<file path="config.mk">
export PLATFORM = sky130hd
export DESIGN_NAME = demux_route_18
export DESIGN_NICKNAME = d
export VERILOG_FILES = /design/src/rtl/musa_route_pkg.sv /design/src/rtl/route_code_dec.sv /design/src/rtl/demux_route_18.sv
export SDC_FILE = /design/constraint.sdc
export NUM_CORES = 1
export LEC_CHECK = 0
export CORE_ASPECT_RATIO = 1.2
export CORE_MARGIN = 4
export CORE_UTILIZATION = 64
export DETAILED_ROUTE_END_ITERATION = 12
export DONT_BUFFER_PORTS = 1
export GPL_ROUTABILITY_DRIVEN = 0
export PLACE_DENSITY = 0.8
export SLEW_MARGIN = 20
export SYNTH_ARGS = -nofsm -noshare
export SYNTH_HDL_FRONTEND = slang
export SYNTH_SLANG_ARGS = --single-unit
</file>
<file path="constraint.sdc">
create_clock -name clk -period 3.45 [get_ports clk]
set_input_delay 0.5175 -clock clk [delete_from_list [all_inputs] [get_ports clk]]
set_output_delay 0.5175 -clock clk [all_outputs]
set_load 0.05 [all_outputs]
</file>
<file path="src/rtl/musa_route_pkg.sv">
// musa_route_pkg -- shared definitions for the demux_route family.
//   NCH            : number of destination channels (one-hot strobe width)
//   CODE_0000..1000: legal destination codes carried on in_ctrl
//   state_t        : router FSM states (IDLE, HOLD)
package musa_route_pkg;

  localparam int NCH = 6;

  localparam logic [3:0] CODE_0000 = 4'b0000;
  localparam logic [3:0] CODE_0001 = 4'b0001;
  localparam logic [3:0] CODE_0010 = 4'b0010;
  localparam logic [3:0] CODE_0011 = 4'b0011;
  localparam logic [3:0] CODE_0100 = 4'b0100;
  localparam logic [3:0] CODE_1000 = 4'b1000;

  typedef enum logic {
    IDLE = 1'b0,
    HOLD = 1'b1
  } state_t;

endpackage

</file>
<file path="src/rtl/route_code_dec.sv">
// route_code_dec -- combinational destination-code decoder.
// Ports:
//   ctrl   (in,  4)   : destination code
//   onehot (out, NCH) : one-hot channel select, all zero for an illegal code
//   legal  (out, 1)   : ctrl is one of the six legal codes
module route_code_dec
  import musa_route_pkg::*;
(
  input  logic [3:0]     ctrl,
  output logic [NCH-1:0] onehot,
  output logic           legal
);

  always_comb begin
    onehot = '0;
    legal  = 1'b1;
    case (ctrl)
      CODE_0000: onehot = 6'b000001;
      CODE_0001: onehot = 6'b000010;
      CODE_0010: onehot = 6'b000100;
      CODE_0011: onehot = 6'b001000;
      CODE_0100: onehot = 6'b010000;
      CODE_1000: onehot = 6'b100000;
      default:   legal  = 1'b0;
    endcase
  end

endmodule

</file>
<file path="src/rtl/demux_route_18.sv">
// demux_route_18 -- single-word holding demultiplexer with ack and timeout.
// A word offered in IDLE with a legal code is registered and strobed on the
// matching out_valid bit until that destination acks or the hold times out.
// Illegal codes are dropped with a one-cycle err_pulse.
// Optional feature: define DEMUX_ROUTE_ERRCNT_EN to add the saturating
// 8-bit err_count output.
// Ports:
//   clk, rst         : clock, synchronous active-high reset
//   in_data/in_ctrl  : word and destination code, qualified by in_valid
//   in_ready         : high in IDLE and not in reset
//   out_data         : held word (shared by all destinations)
//   out_valid        : one-hot destination strobe
//   out_ack          : per-destination acceptance
//   err_pulse        : one-cycle flag for illegal code or timeout
//   err_count        : (optional) saturating error count
module demux_route_18
  import musa_route_pkg::*;
#(
  parameter int DATA_W  = 18,
  parameter int TIMEOUT = 15
) (
  input  logic              clk,
  input  logic              rst,
  input  logic [DATA_W-1:0] in_data,
  input  logic [3:0]        in_ctrl,
  input  logic              in_valid,
  output logic              in_ready,
  output logic [DATA_W-1:0] out_data,
  output logic [NCH-1:0]    out_valid,
  input  logic [NCH-1:0]    out_ack,
  output logic              err_pulse
`ifdef DEMUX_ROUTE_ERRCNT_EN
  ,
  output logic [7:0]        err_count
`endif
);

  localparam int CW = (TIMEOUT > 0) ? $clog2(TIMEOUT + 1) : 1;

  state_t            state, state_nxt;
  logic [DATA_W-1:0] data_p1;
  logic [NCH-1:0]    vld_p1, vld_nxt;
  logic              err_p1, err_nxt;
  logic [CW-1:0]     cnt_p1, cnt_nxt;
  logic [CW:0]       cnt_inc;
  logic              load, acked, expire;
  logic [NCH-1:0]    dec_onehot;
  logic              dec_legal;

  route_code_dec u_dec (
    .ctrl   (in_ctrl),
    .onehot (dec_onehot),
    .legal  (dec_legal)
  );

  assign in_ready = (state == IDLE) && !rst;
  // Only the ack bit of the selected destination can release the word.
  assign acked    = |(vld_p1 & out_ack);
  assign cnt_inc  = {1'b0, cnt_p1} + (CW+1)'(1);
  // Expiry fires on the edge where the hold-cycle count would reach TIMEOUT.
  assign expire   = (TIMEOUT != 0) && (cnt_inc == (CW+1)'(TIMEOUT));

  always_comb begin
    state_nxt = state;
    vld_nxt   = vld_p1;
    cnt_nxt   = cnt_p1;
    err_nxt   = 1'b0;
    load      = 1'b0;
    case (state)
      IDLE: begin
        cnt_nxt = '0;
        if (in_valid) begin
          if (dec_legal) begin
            load      = 1'b1;
            vld_nxt   = dec_onehot;
            state_nxt = HOLD;
          end else begin
            err_nxt = 1'b1;
          end
        end
      end
      HOLD: begin
        if (acked) begin
          vld_nxt   = '0;
          cnt_nxt   = '0;
          state_nxt = IDLE;
        end else if (expire) begin
          vld_nxt   = '0;
          cnt_nxt   = '0;
          err_nxt   = 1'b1;
          state_nxt = IDLE;
        end else begin
          cnt_nxt = cnt_inc[CW-1:0];
        end
      end
      default: begin
        vld_nxt   = '0;
        cnt_nxt   = '0;
        state_nxt = IDLE;
      end
    endcase
  end

  // Stage p1: registered word, strobe, error flag and hold counter
  always_ff @(posedge clk) begin
    if (rst) begin
      state   <= IDLE;
      vld_p1  <= '0;
      data_p1 <= '0;
      err_p1  <= 1'b0;
      cnt_p1  <= '0;
    end else begin
      state  <= state_nxt;
      vld_p1 <= vld_nxt;
      err_p1 <= err_nxt;
      cnt_p1 <= cnt_nxt;
      if (load) data_p1 <= in_data;
    end
  end

  assign out_data  = data_p1;
  assign out_valid = vld_p1;
  assign err_pulse = err_p1;

`ifdef DEMUX_ROUTE_ERRCNT_EN
  logic [7:0] errcnt_p1;

  always_ff @(posedge clk) begin
    if (rst) begin
      errcnt_p1 <= '0;
    end else if (err_nxt && (errcnt_p1 != 8'hFF)) begin
      errcnt_p1 <= errcnt_p1 + 8'd1;
    end
  end

  assign err_count = errcnt_p1;
`endif

endmodule

</file>
==> qor.yml <==
critical_path:
  crit_path_top_delay_cell: "nor2_1"
  start_kind: "register"
  critPathLaunch: "state$_SDFF_PP0_"
  critPathBufInv: 0
  critPathMaxFanout: 5
  crit_path_cell_trace: "nor2_1"
  rr_startpoint: "out_valid[0]$_SDFFE_PP0P_"
  path_class: "register to primary output"
  critical_path_required_ps: 2930
  endpoint_kind: "primary output"
  arrival_ps: 1510
  reg2reg_depth: 4
  r2r_slack_ps: 1640
  r2r-end: "out_valid[3]$_SDFFE_PP0P_"
  crit_family: "simple AND/OR/NAND/NOR gates"
  cp_slowest_stage_delay_ps: 830
yosys:
  synth_mux_area_share_pct: 14.3
  synth_top_family_by_area: "simple AND/OR/NAND/NOR gates"
  avgSynthCellArea_um2: 10.0
  ys_types: 32
  synth_area_mm2: 0.00126
  ys_ff_latch: 30
  synthSimpleGateAreaFrac_pct: 16.9
  ys_seq_area_share_pct: 47.6
  synth_compound_area_share_pct: 12.7
  ys_warn_count: 0
  syn_nets: 159
  synthAdderAreaFrac_pct: 1.98
  synth_cells: 126
  synth-xor-area-share_pct: 1.39
final_layout:
  n_antenna_cell: 0
  syn2layout_area_growth_pct: 3.57
  utilization_pct: 70.6
  fillCellCount: 152
  final_layout_size_suffix_gt1_share_pct: 7.69
  layout.nets: 162
global_routing:
  grt_pass1_wl_mm: 3.88
  grt_max_degree: 23
  grt_overflow: 0
  grt_antenna_before_repair: 0
  grtUsageTotal_pct: 18.2
  grt_pass1_vias: 914
min_path:
  hold_depth: 1
  worstHoldEndpoint: "out_data[10]$_SDFFE_PP0P_"
  holdCritPathClass: "input port to register"
  min_from: "rst"
route:
  ant_nets: 0
  drc: 0
  postRouteWirelength_mm: 2.45
  dr.pass1.iters: 4
  wl_per_cell_um: 16.5
  first_iter_violations: 17
  via_per_inst: 6.34
  vias: 945
cts:
  cts_tree: "yes"
  clkSlewWorstSetupHoldPaths_ps: 90
  post_cts_buffers: 0
  clkSinkCount: 30
  ctsHoldBuffers: 0
  clock_latency_ps: 320
  cts_resized: 0
  htreeDepth: 2
  numCtsBuffers: 5
  clockBufferDepth: 2
  cts_root_buf: "clkbuf_4"
power_and_ir_drop:
  p_leak_nw: 0.578
  vdd_drop_max_mv: 0.378
  power_density_mw_per_mm2: 517
timing:
  setup-violations-final: 0
  finalMaxSlewViolations: 0
  final-hold-violation-count: 0
  tightest_slew_ps: 1080
  fin_skew_ps: 7.04
  fin_crit_ps: 2030
  fin_crit_sh_pct: 58.7
  fmax_mhz: 494
  rsz0062_at_grt: "false"
  relSlewSlack_pct: 28.0
  setup_tns_ps: 0
place:
  dp.final_hpwl_mm: 1.89
  portBuffers: 0
floorplan:
  core-area_mm2: 0.00185
  pin_count: 57
  start_util_pct: 68.2
  row_count: 17
  die_x_um: 48.5
  dieArea_mm2: 0.00275
  dieHeight_um: 56.6
run:
  maxCapViolCount: 0
outcome:
  outcome: "complete, no violations"
[worst max path at each step]
stage                                     to  slack (ps)  depth (start not counted)
global route                        in_ready        1330                          1
finish                              in_ready        1420                          1
floorplan                           in_ready        1650                          1
detailed placement  out_data[3]$_SDFFE_PP0P_        1570                          4
global placement                    in_ready        1620                          1
CTS                                 in_ready        1400                          1
[synthesized netlist by cell type]
cell type / number / area, um^2
and4b_1: 2 / 20.0
and3b_1: 1 / 8.76
buf_12: 1 / 20.0
buf_6: 1 / 11.3
a41oi_1: 1 / 8.76
a311oi_1: 1 / 8.76
nand4_1: 2 / 12.5
o31ai_4: 1 / 21.3
inv_1: 7 / 26.3
clkbuf_1: 2 / 7.51
o22ai_1: 4 / 25.0
a22oi_1: 1 / 7.51
nor2_1: 27 / 101
xor2_1: 1 / 8.76
a21boi_0: 3 / 22.5
o21ai_2: 1 / 8.76
mux2i_1: 18 / 180
o21a_1: 1 / 7.51
o2111ai_1: 1 / 8.76
nand3_1: 3 / 15.0
nand2_1: 1 / 3.75
nor2b_1: 1 / 6.26
a31oi_1: 1 / 6.26
xnor2_1: 1 / 8.76
ha_1: 2 / 25.0
and4_1: 1 / 8.76
a21oi_1: 2 / 10.0
nand3_2: 1 / 10.0
dfxtp_1: 30 / 601
nand4b_1: 3 / 26.3
o21ai_0: 3 / 15.0
a222oi_1: 1 / 10.0
[metal layers]
layer,wire length [um],vias to the layer above,track usage [%]
met2,1290,40,31.7
met4,48,0,8.08
met3,236,6,9.02
met1,881,443,17.8
li1,-,456,-
met5,0,-,0
[stage by stage]
stage	total power, W	setup WS (ps)	instances	instance area, um^2	hold WS (ps)
2_1_floorplan	0.000470	1650	126	1260	446
6_report	0.000676	1420	149	1310	256
4_1_cts	0.000684	1400	149	1310	244
3_5_place_dp	0.000473	1570	141	1250	471
5_1_grt	0.000710	1330	149	1310	232
3_3_place_gp	0.000470	1620	141	1250	463
[worst register-to-register path, cell delays in order (launching register included)]
cell      delay, ps
dfxtp_1         660
a222oi_1        210
and4_1          260
a41oi_1         430
o22ai_1         130
[kinds of logic after synthesis]
| group | Yosys count |
|---|---|
| adders and majority gates | 2 |
| muxes | 18 |
| DFF | 30 |
| AOI/OAI and AO/OA | 21 |
| xor gates and xnor gates | 2 |
| buffers and inverters | 11 |
| and+or+nand+nor | 42 |
[power breakdown]
group	total (W)	internal [W]	switching, W	leakage [nW]
sequential	0.000410	0.000359	0.0000507	0.244
clock	0.000211	0.0000986	0.000113	0.0353
combinational	0.0000546	0.0000233	0.0000314	0.299
[cells in the final DEF (no fill, tap or decap), drive strengths merged, types with 2 or more instances in the layout]
master | netlist | final
inv | 7 | 7
nor2 | 27 | 27
clkbuf | 2 | 7
a21oi | 2 | 2
nand3 | 4 | 4
and4b | 2 | 2
ha | 2 | 2
mux2i | 18 | 18
dfxtp | 30 | 30
a21boi | 3 | 3
o21ai | 4 | 4
o22ai | 4 | 4
nand4 | 2 | 2
nand4b | 3 | 3
[flip-flops by register name, summed over array words and instances, names as in the netlist]
register and flops:
out_data 18, out_valid 6, cnt_p1 4, err_pulse 1, state 1
[area by class of cell]
cell class / count / area [um^2] / share of cell area (%)
sequential: 30 / 601 / 46.0
multi-input combinational: 85 / 596 / 45.6
clock buffer: 7 / 55.1 / 4.21
inverter: 7 / 26.3 / 2.01
tap: 19 / 23.8 / 1.82
clock inverter: 1 / 5.00 / 0.383
No activity file was read; power rests on OpenSTA's default activity.
